`config.mk`:
```
export PLATFORM = sky130hd
export DESIGN_NAME = cmp_arbiter
export DESIGN_NICKNAME = d
export VERILOG_FILES = /design/src/rtl/cmp_arbiter_pkg.sv /design/src/rtl/cmp_arbiter_comparer.sv /design/src/rtl/cmp_arbiter.sv
export SDC_FILE = /design/constraint.sdc
export NUM_CORES = 1
export LEC_CHECK = 0
export ABC_AREA = 0
export ABC_CLOCK_PERIOD_IN_PS = 3900
export CORE_MARGIN = 4
export CORE_UTILIZATION = 46
export CTS_CLUSTER_DIAMETER = 60
export CTS_CLUSTER_SIZE = 40
export DETAILED_ROUTE_END_ITERATION = 10
export PLACE_DENSITY = 0.79
export SKIP_CTS_REPAIR_TIMING = 1
export SYNTH_ARGS = -nofsm -noshare
export SYNTH_HDL_FRONTEND = slang
export SYNTH_SLANG_ARGS = --single-unit
export TNS_END_PERCENT = 10
```
`constraint.sdc`:
```
create_clock -name clk -period 3.9 [get_ports clk]
set_clock_uncertainty 0.05 [all_clocks]
set_input_delay 0.78 -clock clk [delete_from_list [all_inputs] [get_ports clk]]
set_output_delay 0.78 -clock clk [all_outputs]
set_load 0.01 [all_outputs]
```
`src/rtl/cmp_arbiter_pkg.sv`:
```
// Shared constants and types for the comparer arbiter: operand width,
// relation codes and FSM state encoding.
package cmp_arbiter_pkg;

    localparam int unsigned CMP_DATA_WIDTH = 16;

    localparam logic [7:0] REL_LT = 8'h3C;
    localparam logic [7:0] REL_EQ = 8'h3D;
    localparam logic [7:0] REL_GT = 8'h3E;

    typedef enum logic [1:0] {
        ST_IDLE = 2'd0,
        ST_CMP  = 2'd1,
        ST_RESP = 2'd2
    } arb_state_t;

endpackage

```
`src/rtl/cmp_arbiter_comparer.sv`:
```
// Unsigned comparer with a registered relation output, loaded only when enabled
// so the result stays stable while the arbiter waits for the consumer.
module cmp_arbiter_comparer
    import cmp_arbiter_pkg::*;
#(
    parameter int unsigned DATA_WIDTH = CMP_DATA_WIDTH
) (
    input  logic                  clk,
    input  logic                  rst_n,
    input  logic                  i_en,
    input  logic [DATA_WIDTH-1:0] i_data0,
    input  logic [DATA_WIDTH-1:0] i_data1,
    output logic [DATA_WIDTH-1:0] o_relation
);

    logic [DATA_WIDTH-1:0] w_rel;
    logic [DATA_WIDTH-1:0] r_rel;

    always_comb begin
        if (i_data0 < i_data1)
            w_rel = DATA_WIDTH'(REL_LT);
        else if (i_data0 == i_data1)
            w_rel = DATA_WIDTH'(REL_EQ);
        else
            w_rel = DATA_WIDTH'(REL_GT);
    end

    always_ff @(posedge clk) begin
        if (!rst_n)
            r_rel <= '0;
        else if (i_en)
            r_rel <= w_rel;
    end

    assign o_relation = r_rel;

endmodule

```
`src/rtl/cmp_arbiter.sv`:
```
// Round-robin arbiter sharing one comparer between NUM_REQ requesters;
// operands are latched on grant and the relation is returned with the requester id.
module cmp_arbiter
    import cmp_arbiter_pkg::*;
#(
    parameter int unsigned NUM_REQ    = 4,
    parameter int unsigned ID_W       = 2,
    parameter int unsigned DATA_WIDTH = CMP_DATA_WIDTH
) (
    input  logic                          clk,
    input  logic                          rst_n,
    input  logic [NUM_REQ-1:0]            i_req_valid,
    output logic [NUM_REQ-1:0]            o_req_ready,
    input  logic [NUM_REQ*DATA_WIDTH-1:0] i_req_data0,
    input  logic [NUM_REQ*DATA_WIDTH-1:0] i_req_data1,
    output logic                          o_res_valid,
    input  logic                          i_res_ready,
    output logic [DATA_WIDTH-1:0]         o_res_relation,
    output logic [ID_W-1:0]               o_res_id,
    output logic                          o_busy
);

    arb_state_t            r_state;
    logic [ID_W-1:0]       r_rr_ptr;
    logic [ID_W-1:0]       r_id;
    logic [DATA_WIDTH-1:0] r_op0;
    logic [DATA_WIDTH-1:0] r_op1;
    logic                  r_res_valid;
    logic                  r_busy;

    logic                  w_acc;
    logic                  w_found;
    logic [ID_W-1:0]       w_scan;
    logic [ID_W-1:0]       w_grant_id;
    logic [NUM_REQ-1:0]    w_grant;
    logic [DATA_WIDTH-1:0] w_op0;
    logic [DATA_WIDTH-1:0] w_op1;

    assign w_acc = rst_n && ((r_state == ST_IDLE) || (r_state == ST_RESP && i_res_ready));

    // Scan from the slot after the last winner, wrapping, and take the first valid one.
    always_comb begin
        w_grant    = '0;
        w_found    = 1'b0;
        w_grant_id = '0;
        w_scan     = '0;
        w_op0      = '0;
        w_op1      = '0;
        for (int unsigned i = 1; i <= NUM_REQ; i++) begin
            w_scan = ID_W'((32'(r_rr_ptr) + i) % NUM_REQ);
            if (w_acc && !w_found && i_req_valid[w_scan]) begin
                w_found         = 1'b1;
                w_grant_id      = w_scan;
                w_grant[w_scan] = 1'b1;
                w_op0           = i_req_data0[32'(w_scan)*DATA_WIDTH +: DATA_WIDTH];
                w_op1           = i_req_data1[32'(w_scan)*DATA_WIDTH +: DATA_WIDTH];
            end
        end
    end

    assign o_req_ready = w_grant;

    always_ff @(posedge clk) begin
        if (!rst_n) begin
            r_state     <= ST_IDLE;
            r_rr_ptr    <= ID_W'(NUM_REQ - 1);
            r_id        <= '0;
            r_op0       <= '0;
            r_op1       <= '0;
            r_res_valid <= 1'b0;
            r_busy      <= 1'b0;
        end else begin
            case (r_state)
                ST_IDLE: begin
                    if (w_found) begin
                        r_op0    <= w_op0;
                        r_op1    <= w_op1;
                        r_id     <= w_grant_id;
                        r_rr_ptr <= w_grant_id;
                        r_state  <= ST_CMP;
                        r_busy   <= 1'b1;
                    end
                end
                ST_CMP: begin
                    r_res_valid <= 1'b1;
                    r_state     <= ST_RESP;
                end
                ST_RESP: begin
                    if (i_res_ready) begin
                        r_res_valid <= 1'b0;
                        if (w_found) begin
                            r_op0    <= w_op0;
                            r_op1    <= w_op1;
                            r_id     <= w_grant_id;
                            r_rr_ptr <= w_grant_id;
                            r_state  <= ST_CMP;
                        end else begin
                            r_state <= ST_IDLE;
                            r_busy  <= 1'b0;
                        end
                    end
                end
                default: begin
                    r_state     <= ST_IDLE;
                    r_res_valid <= 1'b0;
                    r_busy      <= 1'b0;
                end
            endcase
        end
    end

    cmp_arbiter_comparer #(
        .DATA_WIDTH(DATA_WIDTH)
    ) u_comparer (
        .clk       (clk),
        .rst_n     (rst_n),
        .i_en      (r_state == ST_CMP),
        .i_data0   (r_op0),
        .i_data1   (r_op1),
        .o_relation(o_res_relation)
    );

    assign o_res_valid = r_res_valid;
    assign o_res_id    = r_id;
    assign o_busy      = r_busy;

endmodule

```
==> results.cfg <==
[routing]
initialDrtViolationCount = 370
drtAntennaViolNets = 0
drc_errors = 0
wirelength_um = 17600
vias = 5732
vias_per_cell = 6.78
drt_first_pass_iters = 5
wire_per_inst_um = 20.8

[critical_path]
critPathMaxFanout = 6
cp-end-kind = primary output
timing.rr.start = r_rr_ptr[0]
crit_family = buffers and inverters
startpoint = i_req_valid[3]
rrSetupSlack_ns = 0.95
slowest_delay_ns = 0.51
cp.buffers_inverters = 2
arrival_ns = 2.81
crit_chain = clkdlybuf4s50_1, mux4_2, or2_4, nor3b_4, a22oi_1, o21ai_1, dlymetal6s2s_1
worst_r2r_endpoint = r_op1[3]
slowest_stage = mux4_2
critical_path_required_ns = 3.07
r2r_cells = 10
crit_type = in2out
cp-start-kind = input pin

[final_layout]
antenna_cells = 0
drive_above_1_share = 0.255
final_net_count = 828
area.growth.synth_to_final_pct = 27.4
fin_util = 0.606
final_cells = 846
fillers = 1089
seq_area_um2 = 868
multiInputGateArea_um2 = 5060
fin_area_um2 = 8080

[synthesis]
synth_cell_type_count = 40
ys_seq_area_frac = 0.136
syn_avg_cell_area_um2 = 11.3
postSynthRegisterBits = 43
syn_inst = 560
syn_area_um2 = 6340
synth-warning-count = 0

[global_route]
grt_pass1_vias = 5734
antenna_found_initial = 0
grt_first_pass_wirelength_um = 29200
track_usage = 0.218
grt-ovfl-total = 0
grt_max_degree = 135

[sta]
hold_viol_final = 0
worstMarginPinSlew_ns = 1.00
worst_slack_ns = 0.264
fmax_mhz = 275
holdWs_ns = 0.441
finalCritPeriodShare = 0.932
grt_setup_unrepaired = false
maxSlewHeadroom = 0.332
setup_viol = 0
layout_min_cycle_time_ns = 3.64
report.final.slew_viol_count = 0
setup_tns_ns = 0

[placement]
hpwlAfterDp_um = 13100
placed_cell_area_um2 = 7880
place.gp.congestion = 0.897
portBuffers = 148
placedCellCount = 836
dp_slack_ns = -0.172

[cts]
cts-root-buf = clkbuf_16
clockBufferDepth = 2
clkTransAtPathRegs_ns = 0.06
htreeDepth = 2
clock-sinks = 43
cts_buffers = 5
cts_tree = built
clk_latency_ns = 0.28

[min_path]
hold_path_class = reg2reg
hp-start = o_res_id[0]
min_to = o_res_id[0]
hold_depth = 2

[run_status]
status = complete, no violations

[die]
start_util = 0.475
die_h_um = 125
core_area_um2 = 13300
io_pins = 159
fp.dieW_um = 125
die_area_um2 = 15700
core.rowCount = 42

[pwr]
worst_ir_drop_vdd_mv = 0.504
power_mw = 5.42
pwr_density_cell_nw_per_um2 = 670
p_leak_nw = 3.12

[job]
drv_cap = 0
==> cells in the mapped netlist (all sizes together) <==
library cell	n	share of area
nor3b	1	0.0030
nor2b	6	0.0059
o211a	32	0.051
o2bb2ai	31	0.043
o21a	2	0.0024
a211o	1	0.0014
a22oi	40	0.047
buf	40	0.039
dfxtp	43	0.14
a221oi	1	0.0014
a31oi	2	0.0020
inv	22	0.013
nor2	9	0.0053
nand4	5	0.0049
mux4	132	0.47
o21ai	11	0.0087
or3	1	0.00099
conb	1	0.00059
a211oi	4	0.0047
nand3	20	0.016
and3	1	0.00099
a311oi	1	0.0014
nor4	1	0.00099
clkbuf	36	0.021
a21o	3	0.0036
ha	24	0.047
nor3	2	0.0016
mux2i	1	0.0016
mux2	1	0.0018
or2	2	0.0024
o311ai	1	0.0014
nand2	55	0.033
o211ai	18	0.021
a21oi	9	0.0071
nand2b	1	0.00099
==> state kept, by name, indices dropped and copies added (netlist names) <==
register and cells:
o_res_valid 1, r_rr_ptr 2, r_state 2, r_op0 16, o_res_id 2, r_op1 16, o_busy 1, u_comparer.o_relation 3
==> per-layer routing <==
metal | wire (um) | share of wire | track usage | up-vias
met2 | 8780 | 0.50 | 0.372 | 261
met3 | 1070 | 0.061 | 0.0311 | 33
met5 | 0 | 0 | 0 | -
met4 | 368 | 0.021 | 0.0504 | 0
li1 | - | - | - | 2554
met1 | 7410 | 0.42 | 0.295 | 2884
==> cell families after synthesis <==
kind of cell / count (synthesis) / synth area share
AOI/OAI and AO/OA: 156 / 0.196
buffers and inverters: 98 / 0.0730
adders and majority gates: 24 / 0.0473
muxes: 134 / 0.472
DFF: 43 / 0.136
and+or+nand+nor: 104 / 0.0754
other: 1 / 0.000591
==> placed cells by master (no fill, tap or decap), types with 4 or more instances in the layout <==
cell type        count
clkdlybuf4s50_1    144
mux4_2             132
nand2_1             55
dfxtp_1             41
a22oi_1             40
o211a_1             32
o2bb2ai_1           31
ha_1                23
inv_1               22
nand3_1             20
buf_4               19
o211ai_1            18
conb_1              10
a21oi_1              9
nor2_1               9
o21ai_0              7
nor2b_1              5
nand4_1              5
clkbuf_16            5
o21ai_1              4
a211oi_1             4
dlymetal6s2s_1       4
==> how the worst max path moves through the flow <==
stage	end	slack (ns)	cells past startpoint
6_report	o_req_ready[2]	0.26	7
5_1_grt	o_req_ready[2]	0.16	7
4_1_cts	o_req_ready[2]	-0.18	8
3_5_place_dp	o_req_ready[2]	-0.17	8
3_3_place_gp	o_req_ready[3]	-0.05	8
2_1_floorplan	o_req_ready[0]	0.01	12
==> layout make-up <==
| cell class | instances | area share |
|---|---|---|
| Clock buffer | 6 | 0.0172 |
| Inverter | 22 | 0.0102 |
| Timing Repair Buffer | 169 | 0.207 |
| Clock inverter | 2 | 0.00433 |
| Tap cell | 176 | 0.0272 |
| Sequential cell | 43 | 0.107 |
| Multi-Input combinational cell | 428 | 0.626 |
==> report_power, final <==
part | internal [mW] | leakage [nW] | switching, mW
Combinational | 2.21 | 2.68 | 2.02
Sequential | 0.597 | 0.356 | 0.111
Clock | 0.318 | 0.0868 | 0.165
==> worst min-delay path, stage by stage, from the launching register on <==
cell	delay [ns]
dfxtp_1	0.32
nand2_1	0.06
o21ai_0	0.06
No activity file was read; power rests on OpenSTA's default activity.
